$ cat src/rtl/mips_trace_pkg.sv
// mips_trace_pkg: shared states, capture/full policy codes and entry sizing for the trace buffer
package mips_trace_pkg;
  typedef enum logic [1:0] {
    ST_IDLE    = 2'd0,
    ST_RUN     = 2'd1,
    ST_STOPPED = 2'd2
  } state_t;
  localparam int MODE_CHANGE    = 0;
  localparam int MODE_EVERY     = 1;
  localparam int FULL_STOP      = 0;
  localparam int FULL_OVERWRITE = 1;
  function automatic int entry_w(input int dw, input int tw);
    return dw + tw;
  endfunction
endpackage

$ cat src/rtl/trace_fifo.sv
// trace_fifo: synchronous FIFO with optional overwrite-oldest on full and a registered read port
module trace_fifo #(
  parameter int W     = 32,
  parameter int DEPTH = 16
) (
  input  logic                   i_clk,
  input  logic                   i_rst_n,
  input  logic                   i_wr,
  input  logic                   i_ovw,
  input  logic                   i_rd,
  input  logic [W-1:0]           i_wr_data,
  output logic [W-1:0]           o_rd_data,
  output logic                   o_rd_valid,
  output logic                   o_empty,
  output logic                   o_full,
  output logic                   o_lost,
  output logic [$clog2(DEPTH):0] o_count
);
  localparam int AW = $clog2(DEPTH);
  logic [W-1:0] r_mem [DEPTH];
  logic [AW-1:0] r_wp, r_rp;
  logic [AW:0] r_cnt;
  logic [W-1:0] r_rd_data;
  logic r_rd_valid;
  logic w_rd, w_push, w_pop;
  assign o_empty    = r_cnt == '0;
  assign o_full     = r_cnt == (AW+1)'(DEPTH);
  assign w_rd       = i_rd && !o_empty;
  // a write into a full FIFO is only lossless when a read frees a slot the same cycle
  assign o_lost     = i_wr && o_full && !w_rd;
  assign w_push     = i_wr && (!o_lost || i_ovw);
  assign w_pop      = w_rd || (o_lost && i_ovw);
  assign o_count    = r_cnt;
  assign o_rd_data  = r_rd_data;
  assign o_rd_valid = r_rd_valid;
  always_ff @(posedge i_clk)
    if (w_push) r_mem[r_wp] <= i_wr_data;
  always_ff @(posedge i_clk) begin
    if (!i_rst_n) begin
      r_wp       <= '0;
      r_rp       <= '0;
      r_cnt      <= '0;
      r_rd_valid <= 1'b0;
      r_rd_data  <= '0;
    end else begin
      r_wp       <= r_wp + AW'(w_push);
      r_rp       <= r_rp + AW'(w_pop);
      r_cnt      <= r_cnt + (AW+1)'(w_push) - (AW+1)'(w_pop);
      r_rd_valid <= w_rd;
      if (w_rd) r_rd_data <= r_mem[r_rp];
    end
  end
endmodule

$ cat src/rtl/mips_trace_buffer.sv
// mips_trace_buffer: timestamped trace capture of a processor test value with halt detection
module mips_trace_buffer
  import mips_trace_pkg::*;
#(
  parameter int DATA_W      = 16,
  parameter int TS_W        = 16,
  parameter int DEPTH       = 16,
  parameter int MODE        = MODE_CHANGE,
  parameter int FULL_POLICY = FULL_STOP,
  parameter int HALT_CYCLES = 8
) (
  input  logic                   CLK,
  input  logic                   RST,
  input  logic [DATA_W-1:0]      Test_Value,
  input  logic                   Capture_En,
  input  logic                   Rd_En,
  output logic [DATA_W-1:0]      Rd_Data,
  output logic [TS_W-1:0]        Rd_Ts,
  output logic                   Rd_Valid,
  output logic                   Empty,
  output logic                   Full,
  output logic [$clog2(DEPTH):0] Count,
  output logic                   Overflow,
  output logic                   Halt_Detected,
  output logic [1:0]             State
);
  localparam int EW = entry_w(DATA_W, TS_W);
  localparam int SW = $clog2(HALT_CYCLES + 1);
  state_t r_state, w_next;
  logic [TS_W-1:0] r_ts;
  logic [DATA_W-1:0] r_last;
  logic [SW-1:0] r_stable;
  logic r_first, r_ovf, r_halt;
  logic w_enter, w_active, w_same, w_cap, w_halt, w_lost, w_drop;
  logic [EW-1:0] w_rd_entry;
  assign w_enter  = r_state == ST_IDLE && Capture_En;
  assign w_active = r_state == ST_RUN && Capture_En;
  // the first RUN cycle has no previous sample, so it never counts as unchanged
  assign w_same   = !r_first && Test_Value == r_last;
  assign w_cap    = w_active && (MODE == MODE_EVERY || !w_same);
  assign w_halt   = w_active && w_same && r_stable == SW'(HALT_CYCLES - 1);
  assign w_drop   = w_lost && FULL_POLICY == FULL_STOP;
  assign Rd_Data       = w_rd_entry[EW-1 -: DATA_W];
  assign Rd_Ts         = w_rd_entry[TS_W-1:0];
  assign Overflow      = r_ovf;
  assign Halt_Detected = r_halt;
  assign State         = r_state;
  trace_fifo #(.W(EW), .DEPTH(DEPTH)) u_fifo (
    .i_clk      (CLK),
    .i_rst_n    (RST),
    .i_wr       (w_cap),
    .i_ovw      (FULL_POLICY == FULL_OVERWRITE),
    .i_rd       (Rd_En),
    .i_wr_data  ({Test_Value, r_ts}),
    .o_rd_data  (w_rd_entry),
    .o_rd_valid (Rd_Valid),
    .o_empty    (Empty),
    .o_full     (Full),
    .o_lost     (w_lost),
    .o_count    (Count)
  );
  always_comb begin
    w_next = ST_IDLE;
    case (r_state)
      ST_IDLE:    w_next = Capture_En ? ST_RUN : ST_IDLE;
      ST_RUN:     w_next = !Capture_En ? ST_IDLE : (w_halt || w_drop) ? ST_STOPPED : ST_RUN;
      ST_STOPPED: w_next = Capture_En ? ST_STOPPED : ST_IDLE;
      default:    w_next = ST_IDLE;
    endcase
  end
  always_ff @(posedge CLK) begin
    if (!RST) begin
      r_state  <= ST_IDLE;
      r_ts     <= '0;
      r_last   <= '0;
      r_stable <= '0;
      r_first  <= 1'b0;
      r_ovf    <= 1'b0;
      r_halt   <= 1'b0;
    end else begin
      r_state  <= w_next;
      r_ts     <= w_enter ? '0 : r_state == ST_RUN ? r_ts + 1'b1 : r_ts;
      r_last   <= w_active ? Test_Value : r_last;
      r_stable <= w_enter ? '0 : !w_active ? r_stable : w_same ? r_stable + 1'b1 : '0;
      r_first  <= w_enter ? 1'b1 : w_active ? 1'b0 : r_first;
      r_ovf    <= w_enter ? 1'b0 : r_ovf | w_lost;
      r_halt   <= w_enter ? 1'b0 : r_halt | w_halt;
    end
  end
endmodule

$ cat config.mk
export PLATFORM = sky130hd
export DESIGN_NAME = mips_trace_buffer
export DESIGN_NICKNAME = d
export VERILOG_FILES = /design/src/rtl/mips_trace_pkg.sv /design/src/rtl/trace_fifo.sv /design/src/rtl/mips_trace_buffer.sv
export SDC_FILE = /design/constraint.sdc
export NUM_CORES = 1
export LEC_CHECK = 0
export ABC_CLOCK_PERIOD_IN_PS = 4700
export CAP_MARGIN = 20
export CORE_ASPECT_RATIO = 1.2
export CORE_MARGIN = 2
export CORE_UTILIZATION = 28
export DETAILED_ROUTE_END_ITERATION = 8
export HOLD_SLACK_MARGIN = 0.02
export SETUP_SLACK_MARGIN = 0.4
export SLEW_MARGIN = 20
export SYNTH_ARGS = -nofsm -noshare
export SYNTH_HDL_FRONTEND = slang
export SYNTH_HIERARCHICAL = 1
export SYNTH_SLANG_ARGS = --single-unit
$ cat constraint.sdc
create_clock -name CLK -period 4.7 [get_ports CLK]
set_input_delay 0.94 -clock CLK [delete_from_list [all_inputs] [get_ports CLK]]
set_output_delay 0.94 -clock CLK [all_outputs]
set_load 0.05 [all_outputs]
; After elaboration in Yosys (flattened, before gate mapping)
; Memories as Yosys holds them, arrays and structs flattened. A register that Yosys moved wholly into a read port is not among the register bits.
; Cells that the tools add are included.
[op_classes]
addsub = 6
eq_ne = 5
muxes = 10
bitwise_logic = 3
reduce_logical = 21
[op_table]
columns = operator, n
row1 = $add A16 B1 Y16 const B, 1
row2 = $eq A16 B16 Y1, 1
row3 = $logic_and A1 B1 Y1, 10
row4 = $add A4 B1 Y4, 2
row5 = $logic_not A1 Y1, 6
row6 = $mux W2, 3
row7 = $pmux W2 S3, 1
row8 = $add A5 B1 Y5, 1
row9 = $eq A5 B5 Y1 const B, 1
row10 = $logic_not A5 Y1, 1
row11 = $mux W1, 5
row12 = $sub A5 B1 Y5, 1
row13 = $add A4 B1 Y4 const B, 1
row14 = $eq A4 B3 Y1 const B, 1
row15 = $mux W4, 1
row16 = $eq A2 B1 Y1 const B, 1
row17 = $eq A2 B2 Y1 const B, 1
row18 = $logic_not A2 Y1, 1
row19 = $or A1 B1 Y1, 2
row20 = $reduce_bool A2 Y1, 1
row21 = $reduce_or A2 Y1, 1
row22 = $logic_or A1 B1 Y1, 1
row23 = $not A1 Y1, 1
[word_totals]
ff_bits = 55
mem_bits_rw = 512
elab_cells = 57
memories = 1
[mem_list]
columns = memory, words, word_bits, rd, rd_clocked_by_memory_dff, write_ports, line_no
row1 = u_fifo.r_mem, 16, 32, 1, 1, 1, trace_fifo.sv:20  ; logic [W-1:0] r_mem [DEPTH];

; Logic depth before layout (Yosys ltp)
; Gate-level depths: netlist of run 1.
[depth]
word_depth = 10
depth_mapped = 17
depth_no_buf = 16

; Cells and area by module
; The synthesis of run 1 kept the hierarchy.
[modules_own_cells]
columns = module, n_inst, cells_each, area_each_um2, seq_area_each_um2
row1 = trace_fifo, 1, 948, 21124.0, 16295.6
row2 = mips_trace_buffer, 1, 216, 1850.5, 820.8

; Worst setup path before layout of run 1
; No wires, ideal clock.
[synth_timing]
kind = register -> register
start = register r_state[0] (netlist: State[0])
end = memory u_fifo.r_mem[4][0] (enable)
t_arrival_ns = 4.244
required_time_ns = 4.239
setup_slack_ns = -0.005
stages_incl_launch_ff = 10
path_buffers = 2
cell_sequence = dfxtp_1 -> nor2b_1 -> buf_4 -> nand2_1 -> clkbuf_1 -> a21oi_1 -> inv_1 -> a31oi_1 -> nand3b_1 -> nor3_1
[synth_between]
elab_chain_cells = 9
[synth_lines]
columns = item, line_no
row1 = start: declaration, mips_trace_buffer.sv:29  ; state_t r_state, w_next;
row2 = start signal: assignment, mips_trace_buffer.sv:81  ; r_state <= w_next;
row3 = $eq A2 B1 Y1 (*), mips_trace_buffer.sv:37  ; assign w_active = r_state == ST_RUN && Capture_En;
row4 = $logic_and A1 B1 Y1 (*), mips_trace_buffer.sv:37
row5 = $logic_and A1 B1 Y1 (*), mips_trace_buffer.sv:40  ; assign w_cap = w_active && (MODE == MODE_EVERY || !w_same);
row6 = net w_cap, mips_trace_buffer.sv:34  ; logic w_enter, w_active, w_same, w_cap, w_halt, w_lost, w_drop;
row7 = $logic_and A1 B1 Y1 (2 in a row), trace_fifo.sv:30  ; assign o_lost = i_wr && o_full && !w_rd;
row8 = $logic_not A1 Y1, trace_fifo.sv:31  ; assign w_push = i_wr && (!o_lost || i_ovw);
row9 = $logic_and A1 B1 Y1 (*), trace_fifo.sv:31
row10 = $mux W1 (*), trace_fifo.sv:37  ; if (w_push) r_mem[r_wp] <= i_wr_data;
row11 = $mux W1 (implied by the code) (*), trace_fifo.sv:37
row12 = end: declaration, trace_fifo.sv:20
; Mark *: on every way through the listed nets, which the timed path passes. The rest lies on a longest branch.

; Worst setup path in the final report of run 1
[layout_timing]
start = input Test_Value[1]
end = register u_fifo.r_cnt[4] (netlist: u_fifo/o_count[4])
[layout_between]
elab_chain_cells = 10
[layout_lines]
columns = item, line_no
row1 = start: declaration, mips_trace_buffer.sv:14  ; input logic [DATA_W-1:0] Test_Value,
row2 = $eq A16 B16 Y1 (*), mips_trace_buffer.sv:39  ; assign w_same = !r_first && Test_Value == r_last;
row3 = $logic_and A1 B1 Y1 (*), mips_trace_buffer.sv:39
row4 = $logic_not A1 Y1 (*), mips_trace_buffer.sv:40
row5 = $logic_and A1 B1 Y1 (*), mips_trace_buffer.sv:40
row6 = net w_cap, mips_trace_buffer.sv:34
row7 = $logic_and A1 B1 Y1 (2 in a row), trace_fifo.sv:30
row8 = $logic_not A1 Y1, trace_fifo.sv:31
row9 = $logic_and A1 B1 Y1 (*), trace_fifo.sv:31
row10 = $add A5 B1 Y5 (*), trace_fifo.sv:48  ; r_cnt <= r_cnt + (AW+1)'(w_push) - (AW+1)'(w_pop);
row11 = $sub A5 B1 Y5 (*), trace_fifo.sv:48
row12 = end signal: assignment, trace_fifo.sv:48
row13 = end: declaration, trace_fifo.sv:22  ; logic [AW:0] r_cnt;
; Marks and branches as above.
; A chain may end at the register's enable or synchronous reset.

==> flow_summary.ini, run 1 <==
[finish]
fillCellCount = 7575
instances_no_fill = 2397
area_delta_synth_final_pct = 18.34
drive_gt1_share_pct = 25.32
multi_input_area_um2 = 5650
nets = 1327
final-seq-area_um2 = 17130

[sta]
setup-tns-final_ps = 0
holdWs_ps = 475.5
maxSlewViolCount = 0
setup_slack_ps = 655.8
final_min_period_over_clock_period_pct = 86.05
setup_violations = 0
rsz0062_at_grt = no
fin_skew_ps = 31.45
fin_crit_ps = 4044
tightest_slew_ps = 1069
fmax_ghz = 0.2473
hold_viol = 0
maxSlewHeadroom_pct = 28.70

[critical_path]
crit_fanout = 18
path_class = input pin to flip-flop
timing.rr.start = State[0]
worstSetupEndpointType = flip-flop
cp-start-kind = input pin
reg2regPathDepth = 15
cp.arrival_ps = 4560
crit_required_ps = 5220
reg2reg_slack_ps = 1030
r2r-end = u_fifo/o_count[4]

[placement]
dp_hpwl_um = 31310
placed_cells = 2288
routabilityCongestion = 0.7069
port_buffers = 63
dp_slack_ps = 74.32

[yosys]
netlist_top_cells_area = edfxtp_1, mux4_2, dfxtp_1
synth-edff-count = 512
avgSynthCellArea_um2 = 19.74
synth_top_area_share_pct = 66.92
synth_area_um2 = 22970
ys_async_sr_fraction_pct = 0
synthDistinctLibCells = 49
yosysWarnings = 6
synth_top_area_cell = edfxtp_1
ys.flop_type = edfxtp_1
synthCells = 1164
seq_area_frac_synth_pct = 74.50
yosys_register_bits = 599

[route]
vias = 11300
totalWireLength_um = 52890
dr_wl_met2_um = 26100
remaining_drc_errors = 0
antenna_left = 0
drt_iter0_drc = 875
drt-wirelength-per-cell_um = 22.07
met1_length_um = 22610
wl_met3_um = 2877
via_per_inst = 4.714
first_pass_iters = 5
routed.top_layer = met4

[die]
io_pins = 64
floorplan.initialDensity_pct = 28.16
fp.coreArea_um2 = 81580
die-area_um2 = 84370
row_count = 115
die_y_um = 317.8
die_w_um = 265.5

[hold_path]
whs_endpoint = r_last[3]
hold_class = flip-flop to flip-flop
min_from = r_last[3]
whs_path_depth = 2

[grt]
grt-ovfl-total = 0
grt_pass1_wl_um = 79010
grt_start_max_net_pins = 56
grt_pass1_vias = 12080
grt_usage_pct = 12.54
antenna_found_initial = 1

[clock_tree]
cts_max_level = 2
clock_latency_ps = 620
postCtsResizedCells = 0
post-cts-setup-buffers = 0
ctsLongestPathBuffers = 3
cts_sinks = 599
cts_tree = done
cts-root-buf = clkbuf_16
cts_made_buffers = 57
clk_pin_slew_ps = 70
hold_buffers = 0

[power]
p_leak_nw = 8.287
irDropWorstVdd_uv = 294.2
power.density_nw_per_um2 = 468.5

[run_status]
status = complete, no violations

[run]
maxCapViolCount = 0
## report_power, final
group	internal, W	switching [W]
combinational	0.00105	0.00110
clock	0.00252	0.00195
sequential	0.00586	0.000255
total	0.00943	0.00330
## metal layers
metal  vias up  track usage, %
li1       4934               -
met1      6015           16.58
met2       275           20.86
met3        76           2.354
met4         0           3.917
met5         -               0
## worst max-delay path: stages
cell             delay, ps
clkdlybuf4s50_1        860
xnor2_1                140
nand4_1                130
nor3_1                  80
a21oi_1                350
inv_1                   80
a31oi_1                260
inv_1                   90
ha_1                   300
inv_1                   60
ha_1                   150
inv_1                   60
fa_1                   400
nand2b_1               170
a21oi_1                210
o21ai_0                 90
and3b_1                190
## Yosys cell counts, types with 2 or more instances
cell / n
mux2_2: 32
a221o_2: 2
a21oi_1: 8
nand4_1: 8
and3_1: 4
dfxtp_1: 87
nand3_1: 11
nand2b_1: 6
mux4_2: 128
buf_2: 13
and2_1: 12
ha_1: 12
clkbuf_1: 29
buf_4: 5
edfxtp_1: 512
buf_6: 6
mux2i_1: 33
o21ai_0: 3
xnor2_1: 25
and3b_1: 2
nand2_1: 49
or3_1: 2
a221o_1: 30
a21boi_0: 16
xor2_1: 12
nand3b_1: 3
nor2b_1: 3
nor2_1: 65
buf_1: 3
o211ai_1: 2
inv_1: 15
nor3_1: 9
## placed cells by master, fill, tap and decap left out, drive strengths merged, types with 4 or more instances in the layout
| master | n |
|---|---|
| mux4 | 128 |
| nand2b | 6 |
| inv | 16 |
| a221o | 32 |
| xor2 | 12 |
| xnor2 | 25 |
| nand3 | 11 |
| clkinvlp | 4 |
| mux2 | 32 |
| and3 | 5 |
| nor2 | 65 |
| nand2 | 49 |
| a21boi | 16 |
| ha | 12 |
| buf | 64 |
| nand4 | 8 |
| mux2i | 33 |
| clkbuf | 83 |
| dfxtp | 87 |
| nor3 | 10 |
| clkdlybuf4s50 | 63 |
| clkinv | 18 |
| edfxtp | 512 |
| and2 | 13 |
| nor2b | 4 |
| a21oi | 8 |
## final cells by class
cell class / count / area share, %
Clock buffer: 83 / 5.983
Multi-Input combinational cell: 494 / 20.78
Clock inverter: 25 / 0.7685
Timing Repair Buffer: 127 / 4.409
Inverter: 15 / 0.2071
Sequential cell: 599 / 63.00
Antenna cell: 1 / 0.009204
Tap cell: 1053 / 4.846
## sequential cells by signal, indices dropped and copies added (netlist names), 2 cells and up
signal            cells
State                 2
r_last               16
r_stable              4
r_ts                 16
u_fifo/o_count        5
u_fifo/o_rd_data     32
u_fifo/r_mem        512
u_fifo/r_rp           4
u_fifo/r_wp           4
## stage by stage
stage | total power (W) | utilization, % | area [um^2]
after CTS | 0.01290 | 33.32 | 27190
after global placement | 0.008398 | 31.07 | 25350
after global routing | 0.01324 | 33.32 | 27190
final | 0.01274 | 33.33 | 27190
after detailed placement | 0.008416 | 31.07 | 25350
after floorplan | 0.007758 | - | 23000
## how the worst max path moves through the flow
stage                   start                  to
6_report        Test_Value[1]   u_fifo/o_count[4]
5_1_grt         Test_Value[1]   u_fifo/o_count[4]
4_1_cts         Test_Value[1]   u_fifo/o_count[4]
3_5_place_dp    Test_Value[1]   u_fifo/o_count[4]
3_3_place_gp   Test_Value[12]   u_fifo/o_count[4]
2_1_floorplan        State[0]  u_fifo/r_mem[7][0]
## logic make-up (layout without fill, tap and decap cells)
group / after synthesis / count (layout) / synth area share (%)
adder cells (fa/ha/maj): 13 / 13 / 0.7406
AND/OR/NAND/NOR: 185 / 185 / 3.916
other: 1 / 3 / 0.01632
flip-flops: 599 / 599 / 74.50
XOR/XNOR: 37 / 37 / 1.411
AO/OA/AOI/OAI: 64 / 64 / 2.331
multiplexers: 193 / 193 / 15.55
buffers and inverters: 72 / 250 / 1.530
(Power assumes the default switching activity.)
==> inputs of run 2 (changes only) <==
--- a/config.mk
+++ b/config.mk
@@ -5,13 +5,14 @@
 export SDC_FILE = /design/constraint.sdc
 export NUM_CORES = 1
 export LEC_CHECK = 0
-export ABC_CLOCK_PERIOD_IN_PS = 4700
 export CAP_MARGIN = 20
 export CORE_ASPECT_RATIO = 1.2
 export CORE_MARGIN = 2
 export CORE_UTILIZATION = 28
+export CTS_BUF_LIST = sky130_fd_sc_hd__clkbuf_8
 export DETAILED_ROUTE_END_ITERATION = 8
 export HOLD_SLACK_MARGIN = 0.02
+export PLACE_DENSITY_LB_ADDON = 0.12
 export SETUP_SLACK_MARGIN = 0.4
 export SLEW_MARGIN = 20
 export SYNTH_ARGS = -nofsm -noshare
==> run 2 against run 1 <==
  * Critical path depth stayed put
  * Largest cell class unchanged
  * Highest routed layer unchanged
  * Critical endpoint unchanged
  * Hold slack worse by 3.8 ps
  * Via count is 2.4% higher
==> flow_summary.ini, run 2 (synthesis results as in run 1) <==
[critical_path]
worstSetupEndpointType = flip-flop
path_class = input pin to flip-flop
cp-start-kind = input pin
crit_required_ps = 5280
crit_chain = clkdlybuf4s50_1 -> xnor2_1 -> nand4_1 -> nor3_1 -> a21oi_1 -> inv_1 -> a31oi_1 -> inv_1 -> ha_1 -> inv_1 -> ha_1 -> inv_1 -> fa_1 -> nand2b_1 -> a21oi_1 -> o21ai_0 -> and3b_1
cp_common_cell = inv_1
critPathSlowestCell = clkdlybuf4s50_1
reg2reg_slack_ps = 1420
crit_fanout = 2
crit_path_max_incr_delay_ps = 600
cp.arrival_ps = 4360

[sta]
maxSlewViolCount = 0
holdWs_ps = 471.7
setup-tns-final_ps = 0
hold_viol = 0
final_min_period_over_clock_period_pct = 80.53
setup_violations = 0
fmax_ghz = 0.2642
fin_skew_ps = 38.08
maxSlewHeadroom_pct = 43.02
fin_crit_ps = 3785
rsz0062_at_grt = no
setup_slack_ps = 915.3
tightest_slew_ps = 846.8

[finish]
fillCellCount = 7739
nets = 1374
regMostFlops = u_fifo/r_mem
final_common_cell = edfxtp_1
drive_gt1_share_pct = 27.24
layout_common_cells = edfxtp_1, mux4_2, clkbuf_8
largest_reg_flops = 512
area_delta_synth_final_pct = 18.74

[grt]
grt_start_max_net_pins = 45
grt_usage_pct = 14.39
grt-ovfl-total = 0
grt_pass1_vias = 12570
grt_pass1_wl_um = 87380
antenna_found_initial = 2

[hold_path]
hold_class = flip-flop to flip-flop

[clock_tree]
cts-root-buf = clkbuf_8
clock_latency_ps = 710
postCtsResizedCells = 0
cts_made_buffers = 100
hold_buffers = 0
post-cts-setup-buffers = 0
cts_tree = done
ctsLongestPathBuffers = 3
cts_max_level = 3
clk_pin_slew_ps = 60
cts_sinks = 599

[power]
p_leak_nw = 8.552
irDropWorstVdd_uv = 203.9
power.density_nw_per_um2 = 463.5

[placement]
dp_hpwl_um = 33760
dp_slack_ps = 315.5
routabilityCongestion = 0.6990
port_buffers = 63

[run]
maxCapViolCount = 0

[route]
remaining_drc_errors = 0
drt_iter0_drc = 664
via_per_inst = 4.661
antenna_left = 0
drt-wirelength-per-cell_um = 24.26
first_pass_iters = 5
totalWireLength_um = 60220
vias = 11569

[die]
die_y_um = 317.8
floorplan.initialDensity_pct = 28.16
row_count = 115
die_w_um = 265.5
fp.coreArea_um2 = 81580
die-area_um2 = 84370
io_pins = 64

[run_status]
status = complete, no violations
[run 2: metrics by stage]
| step | util, % | std cells | power, W | area, um^2 |
|---|---|---|---|---|
| finish | 33.44 | 2482 | 0.01264 | 27280 |
| global placement | 31.12 | 2292 | 0.008504 | 25390 |
| detailed placement | 31.12 | 2292 | 0.008494 | 25390 |
| floorplan | - | 1165 | 0.007758 | 23000 |
| CTS | 33.43 | 2481 | 0.01291 | 27280 |
| global route | 33.44 | 2482 | 0.01323 | 27280 |
[run 2: critical path: cells and delay by family]
kind	cells	cell delay, ps
AOI/OAI and AO/OA	4	520
xor gates and xnor gates	1	330
adders and majority gates	3	780
buffers and inverters	5	870
and+or+nand+nor	4	910
[run 2: report_power, final]
group / total (W) / switching [W] / internal, W
Combinational: 0.00224 / 0.00119 / 0.00106
Clock: 0.00433 / 0.00213 / 0.00220
Sequential: 0.00607 / 0.000210 / 0.00586
[run 2: worst paths after layout]
kind	start	cells past startpoint	to
worst max-delay path	Test_Value[12]	17	u_fifo/o_count[4]
worst min-delay path	r_last[4]	2	r_last[4]
worst max register to register	r_last[13]	16	u_fifo/o_count[4]
worst min register to register	r_last[4]	2	r_last[4]
[run 2: area by class of cell]
class	count	area, um^2	area share, %
flip-flops and latches	599	17130	62.79
well taps	1053	1318	4.830
repair buffers	131	1241	4.550
clock inverters	80	384.1	1.408
multi-input cells	494	5650	20.71
clock buffers	109	1500	5.499
diodes	1	2.502	0.009173
inverters	15	56.30	0.2064
[run 2: routing by layer]
metal | up-vias | part of all wire [%] | wire (um) | global-route usage (%)
met1 | 6213 | 45 | 26990 | 18.83
met4 | 0 | 1.8 | 1060 | 4.156
li1 | 5061 | - | - | -
met3 | 83 | 3.6 | 2188 | 2.617
met2 | 212 | 50 | 29980 | 24.36
met5 | - | 0 | 0 | 0
